$ cat src/rtl/spi_controller.sv
// rtl/spi_controller.sv - 16-bit mode-0 SPI master: {rw, addr[6:0], wdata[7:0]}, MSB first.
// Optional miso capture into o_rd_data is enabled by defining SPI_CTRL_READBACK_EN.
module spi_controller #(
  parameter int CLK_DIV = 4
) (
  input  logic       i_clk,
  input  logic       i_rst,
  input  logic       i_start,
  input  logic       i_rw,
  input  logic [6:0] i_addr,
  input  logic [7:0] i_wdata,
  output logic       o_busy,
  output logic       o_done,
  output logic [7:0] o_rd_data,
  output logic       o_sclk,
  output logic       o_cs_n,
  output logic       o_mosi,
  input  logic       i_miso
);

  typedef enum logic [1:0] {S_IDLE, S_SETUP, S_SHIFT, S_GAP} state_t;

  localparam logic [7:0] LP_RELOAD = 8'(CLK_DIV - 1);

  state_t      r_state;
  state_t      w_next;
  logic [7:0]  r_cnt;
  logic [4:0]  r_bit;
  logic [15:0] r_shift;
  logic        r_sclk;
  logic        w_cnt_zero;
  logic        w_rise;
  logic        w_fall;
  logic        w_last;

  assign w_cnt_zero = (r_cnt == 8'd0);
  assign w_rise = w_cnt_zero && ((r_state == S_SETUP) ||
                                 (r_state == S_SHIFT && !r_sclk && r_bit != 5'd16));
  assign w_fall = w_cnt_zero && (r_state == S_SHIFT) && r_sclk;
  assign w_last = w_cnt_zero && (r_state == S_SHIFT) && !r_sclk && (r_bit == 5'd16);

  always_ff @(posedge i_clk or posedge i_rst) begin
    if (i_rst) begin
      r_state <= S_IDLE;
    end else begin
      r_state <= w_next;
    end
  end

  always_comb begin
    w_next = r_state;
    case (r_state)
      S_IDLE:  if (i_start)   w_next = S_SETUP;
      S_SETUP: if (w_cnt_zero) w_next = S_SHIFT;
      S_SHIFT: if (w_last)    w_next = S_GAP;
      S_GAP:   if (w_cnt_zero) w_next = S_IDLE;
      default: w_next = S_IDLE;
    endcase
  end

  always_comb begin
    o_busy = (r_state != S_IDLE);
    o_cs_n = !((r_state == S_SETUP) || (r_state == S_SHIFT));
    o_mosi = ((r_state == S_SETUP) || (r_state == S_SHIFT)) ? r_shift[15] : 1'b0;
    o_sclk = r_sclk;
    o_done = (r_state == S_GAP) && w_cnt_zero;
  end

  // Half-period counter reloads at zero in every active state, so it never wraps.
  always_ff @(posedge i_clk or posedge i_rst) begin
    if (i_rst) begin
      r_cnt   <= 8'd0;
      r_bit   <= 5'd0;
      r_shift <= 16'd0;
      r_sclk  <= 1'b0;
    end else begin
      if (r_state == S_IDLE) begin
        if (i_start) begin
          r_shift <= {i_rw, i_addr, i_wdata};
          r_cnt   <= LP_RELOAD;
          r_bit   <= 5'd0;
        end
      end else begin
        r_cnt <= w_cnt_zero ? LP_RELOAD : r_cnt - 8'd1;
      end
      if (w_rise) begin
        r_sclk <= 1'b1;
        r_bit  <= r_bit + 5'd1;
      end
      if (w_fall) begin
        r_sclk  <= 1'b0;
        r_shift <= {r_shift[14:0], 1'b0};
      end
    end
  end

`ifdef SPI_CTRL_READBACK_EN
  logic [7:0] r_cap;
  logic [7:0] r_rd_data;

  // miso is sampled on the edge that raises sclk; the slave updates it on the falling edge.
  always_ff @(posedge i_clk or posedge i_rst) begin
    if (i_rst) begin
      r_cap     <= 8'h00;
      r_rd_data <= 8'h00;
    end else begin
      if (w_rise) begin
        r_cap <= {r_cap[6:0], i_miso};
      end
      if (w_last) begin
        r_rd_data <= r_cap;
      end
    end
  end

  assign o_rd_data = r_rd_data;
`else
  logic w_unused_miso;
  assign w_unused_miso = i_miso;
  assign o_rd_data     = 8'h00;
`endif

endmodule

$ cat config.mk
export PLATFORM = sky130hd
export DESIGN_NAME = spi_controller
export DESIGN_NICKNAME = d
export VERILOG_FILES = /design/src/rtl/spi_controller.sv
export SDC_FILE = /design/constraint.sdc
export NUM_CORES = 1
export LEC_CHECK = 0
export BUFFER_PORTS_ARGS = -buffer_cell sky130_fd_sc_hd__buf_2
export CAP_MARGIN = 20
export CORE_ASPECT_RATIO = 1.5
export CORE_UTILIZATION = 35
export DETAILED_ROUTE_END_ITERATION = 8
export HOLD_SLACK_MARGIN = 0.02
export SKIP_CTS_REPAIR_TIMING = 1
export SYNTH_ARGS = -nofsm -noshare
export SYNTH_HDL_FRONTEND = slang
export SYNTH_SLANG_ARGS = --single-unit
$ cat constraint.sdc
create_clock -name i_clk -period 4.6 [get_ports i_clk]
set_input_delay 0 -clock i_clk [delete_from_list [all_inputs] [get_ports i_clk]]
set_output_delay 0 -clock i_clk [all_outputs]
set_load 0.01 [all_outputs]
---- Word level (Yosys, flattened, before mapping) ----
Cells that the tools add are included.
word-level totals
  register bits ........................... 32
  input port bits ......................... 20
  output and inout bits ................... 13
  logic and storage cells ................. 56
operators by class
  $add $sub $neg .......................... 2
  equality and inequality tests ........... 9
  multiplexer cells ....................... 17
  reductions and logical operators ........ 23
operators by type and width
  operator                                              count
  two-way mux 16 bit                                    3
  two-way mux 8 bit                                     3
  two-way mux 5 bit                                     3
  nonzero test 2 bit                                    6
  logical AND 1 bit                                     8
  logical NOT 8 bit                                     1
  two-way mux 2 bit                                     4
  != test 2 bit (second input constant)                 4
  case mux 2 bit (4 select lines)                       1
  subtractor 8 x 1 -> 8 bit (second input constant)     1
  adder 5 x 1 -> 5 bit (second input constant)          1
  equality test 5 bit (second input constant)           1
  != test 5 bit (second input constant)                 1
  equality test 2 bit (second input constant)           2
  AND reduction 2 bit                                   2
  AND reduction 4 bit                                   1
  two-way mux 1 bit                                     3
  equality test 2 x 1 -> 1 bit (second input constant)  1
  logical NOT 1 bit                                     2
  logical NOT 2 bit                                     1
  logical OR 1 bit                                      2

---- Logic depth before layout (Yosys ltp) ----
  word-level depth ........................ 7
  mapped depth ............................ 7
  gate-level depth less buffers ........... 6

---- Worst setup path after synthesis ----
OpenSTA, ideal clock, no wires.
  kind .................................... reg-to-reg
  start ................................... reg r_state[0]
  end ..................................... reg r_shift[15]
  arrival ................................. 1.518 ns
  path slack .............................. 2.945 ns
  stages on the path, launching flop included .. 7
  clock period less this slack ............ 1.655 ns
  cell sequence ........................... dfrtp_1 inv_1 ha_1 nand2_1 buf_2 mux2i_1 a21oi_1
between the ends
  word-level cells in the longest chain between the ends .. 5
RTL lines
  what                                  RTL line  text
  start, declared                       25        state_t r_state;
  start signal, assigned                46        r_state <= w_next;
  equality test 2 bit                   39        assign w_fall = w_cnt_zero && (r_state == S_SHIFT) && r_sclk;
  logical AND 1 bit (2 in a row)        39
  nonzero test 2 bit (no source line)   n/a
  AND reduction 2 bit (no source line)  n/a
  end signal, assigned                  79        r_shift <= {i_rw, i_addr, i_wdata};
  end signal, assigned                  92        r_shift <= {r_shift[14:0], 1'b0};
  end, declared                         29        logic [15:0] r_shift;
Parallel ways exist; a longest one is shown, timed or not.
A chain may end at the register's enable or synchronous reset.

---- Worst setup path in the final report ----
  start ................................... reg r_state[1]
  end ..................................... reg r_bit[0]
between the ends
  word-level cells in the longest chain between the ends .. 7
RTL lines
  what                                  RTL line  text
  equality test 2 bit                   38        (r_state == S_SHIFT && !r_sclk && r_bit != 5'd16));
  logical AND 1 bit (2 in a row)        38
  logical OR 1 bit                      37        assign w_rise = w_cnt_zero && ((r_state == S_SETUP) ||
  logical AND 1 bit                     37
  nonzero test 2 bit (no source line)   n/a
  AND reduction 2 bit (no source line)  n/a
  end signal, assigned                  88        r_bit <= r_bit + 5'd1;
  end, declared                         28        logic [4:0] r_bit;
Parallel ways exist; a longest one is shown, timed or not.

==> impl_metrics.csv <==
group,metric,value,unit
die,fp.coreArea,0.004848,mm2
setup_path,worstSetupPathType,"register to register",
die,ios,33,
flow_run,drv_cap,0,
place,dp.cells,262,
global_routing,overflow,0,
logic_synthesis,ys_types,39,
routing,drtAntennaViolNets,0,
die,start_util,36.62,%
timing,fin_crit_sh,45.12,%
finish,utilization,41.94,%
finish,fin_nets,232,
setup_path,cp_max_fo,18,
die,die_w,60.16,um
clock_tree,cts.clk_slew.worst_paths,0.07,ns
timing,worst_pin_slew,0.9404,ns
finish,antenna_cells,0,
timing,whs,0.01194,ns
logic_synthesis,synth_top_area_cell,"dfrtp_1",
place,place_congestion,0.8140,
place,post-dp-hpwl,2398,um
setup_path,start_kind,"register",
timing,fmax,481.8,MHz
routing,drt_iter0_drc,27,
place,dpl_cell_area,0.001933,mm2
power,ir_drop,0.2834,mV
clock_tree,htree_levels,2,
clock_tree,clkSinkCount,32,
global_routing,grt_pass1_vias,1288,
setup_path,crit_arrival,2.25,ns
timing,skew,0.007310,ns
global_routing,grt_pass1_wl,5816,um
timing,slew_headroom,37.16,%
global_routing,grt_antenna_before_repair,0,
power,power.density,604.7,mW/mm2
logic_synthesis,seq_area_frac_synth,45.10,%
clock_tree,root_buffer,"clkbuf_8",
finish,layout_common_cells,"dfrtp_1 (32), buf_2 (23), a21oi_1 (22)",
setup_path,critical_path.startpoint,"r_state[1]",
global_routing,grt_usage,14.61,%
timing,hold_viol,0,
die,num_rows,31,
worst_hold_path,worstHoldStart,"i_addr[2]",
finish,nFillCells,486,
setup_path,crit_chain,"inv_1 -> ha_1 -> nand2_1 -> o21a_1 -> mux2_2",
routing,wire_per_inst,12.46,um
finish,fin_cells,271,
finish,area_delta_synth_final,14.52,%
logic_synthesis,synthTopCellsByArea,"dfrtp_1 (45%), mux2i_1 (11%), a21oi_1 (6.2%)",
routing,routed_wl,3377,um
logic_synthesis,synth_warnings,0,
logic_synthesis,synth_ff_type,"dfrtp_1",
finish,final_cell_area,0.002033,mm2
timing,setup_violations,0,
logic_synthesis,synth_top_area_share,45.10,%
logic_synthesis,synthArstFlopShare,100.0,%
timing,period_minus_slack,2.075,ns
logic_synthesis,synth_cells,177,
finish,layout-drive-gt1-share,18.05,%
clock_tree,clock_path_buffers,2,
power,total_leakage_power,0.001026,uW
timing,tns,0,ns
run_status,outcome,"completed",
logic_synthesis,synth_edf_count,0,
routing,drt_pass1_iterations,4,
global_routing,grt_max_degree,33,
clock_tree,cts-buffers-inserted,5,
clock_tree,clock_latency,0.28,ns
place,numPortBuffers,23,
routing,viasPerCell,4.845,
setup_path,cp_slowest_cell,"nand2_1",
finish,layout_commonest_cell,"dfrtp_1",
routing,vias,1313,
clock_tree,tritoncts,"yes",
setup_path,reg2reg_from,"r_state[1]",
die,die_y,89.23,um
logic_synthesis,netlist_area,0.001775,mm2
logic_synthesis,ys_ff_latch,32,
setup_path,critPathMaxStageDelay,0.57,ns
worst_hold_path,hp-class,"input port to register",
setup_path,cp-end-kind,"register",
routing,route.detailed.drc,0,
timing,rsz0062_at_grt,"no",
logic_synthesis,syn_avg_cell_area,10.03,um2
timing,slew_violations,0,
die,dieArea,0.005368,mm2
setup_path,required,4.77,ns
-- cells in the mapped netlist, types with 2 or more instances --
cell and instances:
a22o_1 3, a31oi_1 4, nor2_1 21, dfrtp_1 32
clkbuf_1 3, o21a_1 2, nand2b_1 5, a21oi_1 22
or3_1 4, nor3_1 2, xnor2_1 2, mux2i_1 19
buf_2 2, nand3_1 2, inv_1 12, buf_4 8
nand2_1 5, ha_1 8
-- path summary, 6_finish.rpt --
path	end	slack (ns)	cells past startpoint
max in group asynchronous	r_shift[12]	3.95	4
hold reg to reg	r_cnt[0]	0.51	1
hold / removal	r_shift[10]	0.01	3
setup / recovery	r_bit[0]	2.52	5
min in group asynchronous	r_shift[3]	0.34	4
setup reg to reg	r_bit[0]	2.52	5
-- through the flow --
stage | power [uW] | worst slack, ns
finish | 1229 | 2.525
global route | 1338 | 2.412
CTS | 1242 | 2.499
detailed placement | 1013 | 2.501
global placement | 1002 | 2.491
floorplan | 891.6 | 2.945
-- where the power goes --
group	switching, uW	leakage, uW	total [uW]	internal [uW]
Sequential	95.9	0.000390	500	404
Combinational	273	0.000591	505	232
Clock	103	0.0000455	225	122
-- layer usage --
| metal | track usage, % | wire length, um | vias up | part of all wire (%) |
|---|---|---|---|---|
| met4 | 7.400 | 49 | 0 | 1.5 |
| met1 | 17.97 | 1475 | 622 | 44 |
| met5 | 0 | 0 | - | 0 |
| li1 | - | - | 656 | - |
| met3 | 3.473 | 112 | 6 | 3.3 |
| met2 | 23.48 | 1740 | 29 | 52 |
-- critical path: cells and delay by family (launching register included) --
kind	cells	cell delay (ns)
compound gates	1	0.36
simple gates	1	0.57
mux	1	0.28
fa+ha+maj	1	0.24
flops	1	0.40
buf+inv	1	0.12
-- logic make-up after synthesis --
kind of cell    Yosys count  synth area share [%]
compound gates           40                 14.02
xor+xnor                  3                 1.480
fa+ha+maj                 8                 5.638
buf+inv                  25                 7.118
flops                    32                 45.10
mux                      20                 11.35
other cells               1                0.2112
simple gates             48                 15.08
-- cell type report --
class / instances / area [um2] / area share (%)
Tap cell: 66 / 82.58 / 4.062
Sequential cell: 32 / 800.8 / 39.38
Multi-Input combinational cell: 127 / 874.6 / 43.02
Clock buffer: 8 / 90.09 / 4.431
Timing Repair Buffer: 26 / 140.1 / 6.892
Inverter: 12 / 45.04 / 2.215
-- sequential cells by signal, summed over array words and instances (netlist names) --
| register | flops |
|---|---|
| r_cnt | 8 |
| r_bit | 5 |
| r_shift | 16 |
| r_state | 2 |
| o_sclk | 1 |
(Power assumes the default switching activity.)
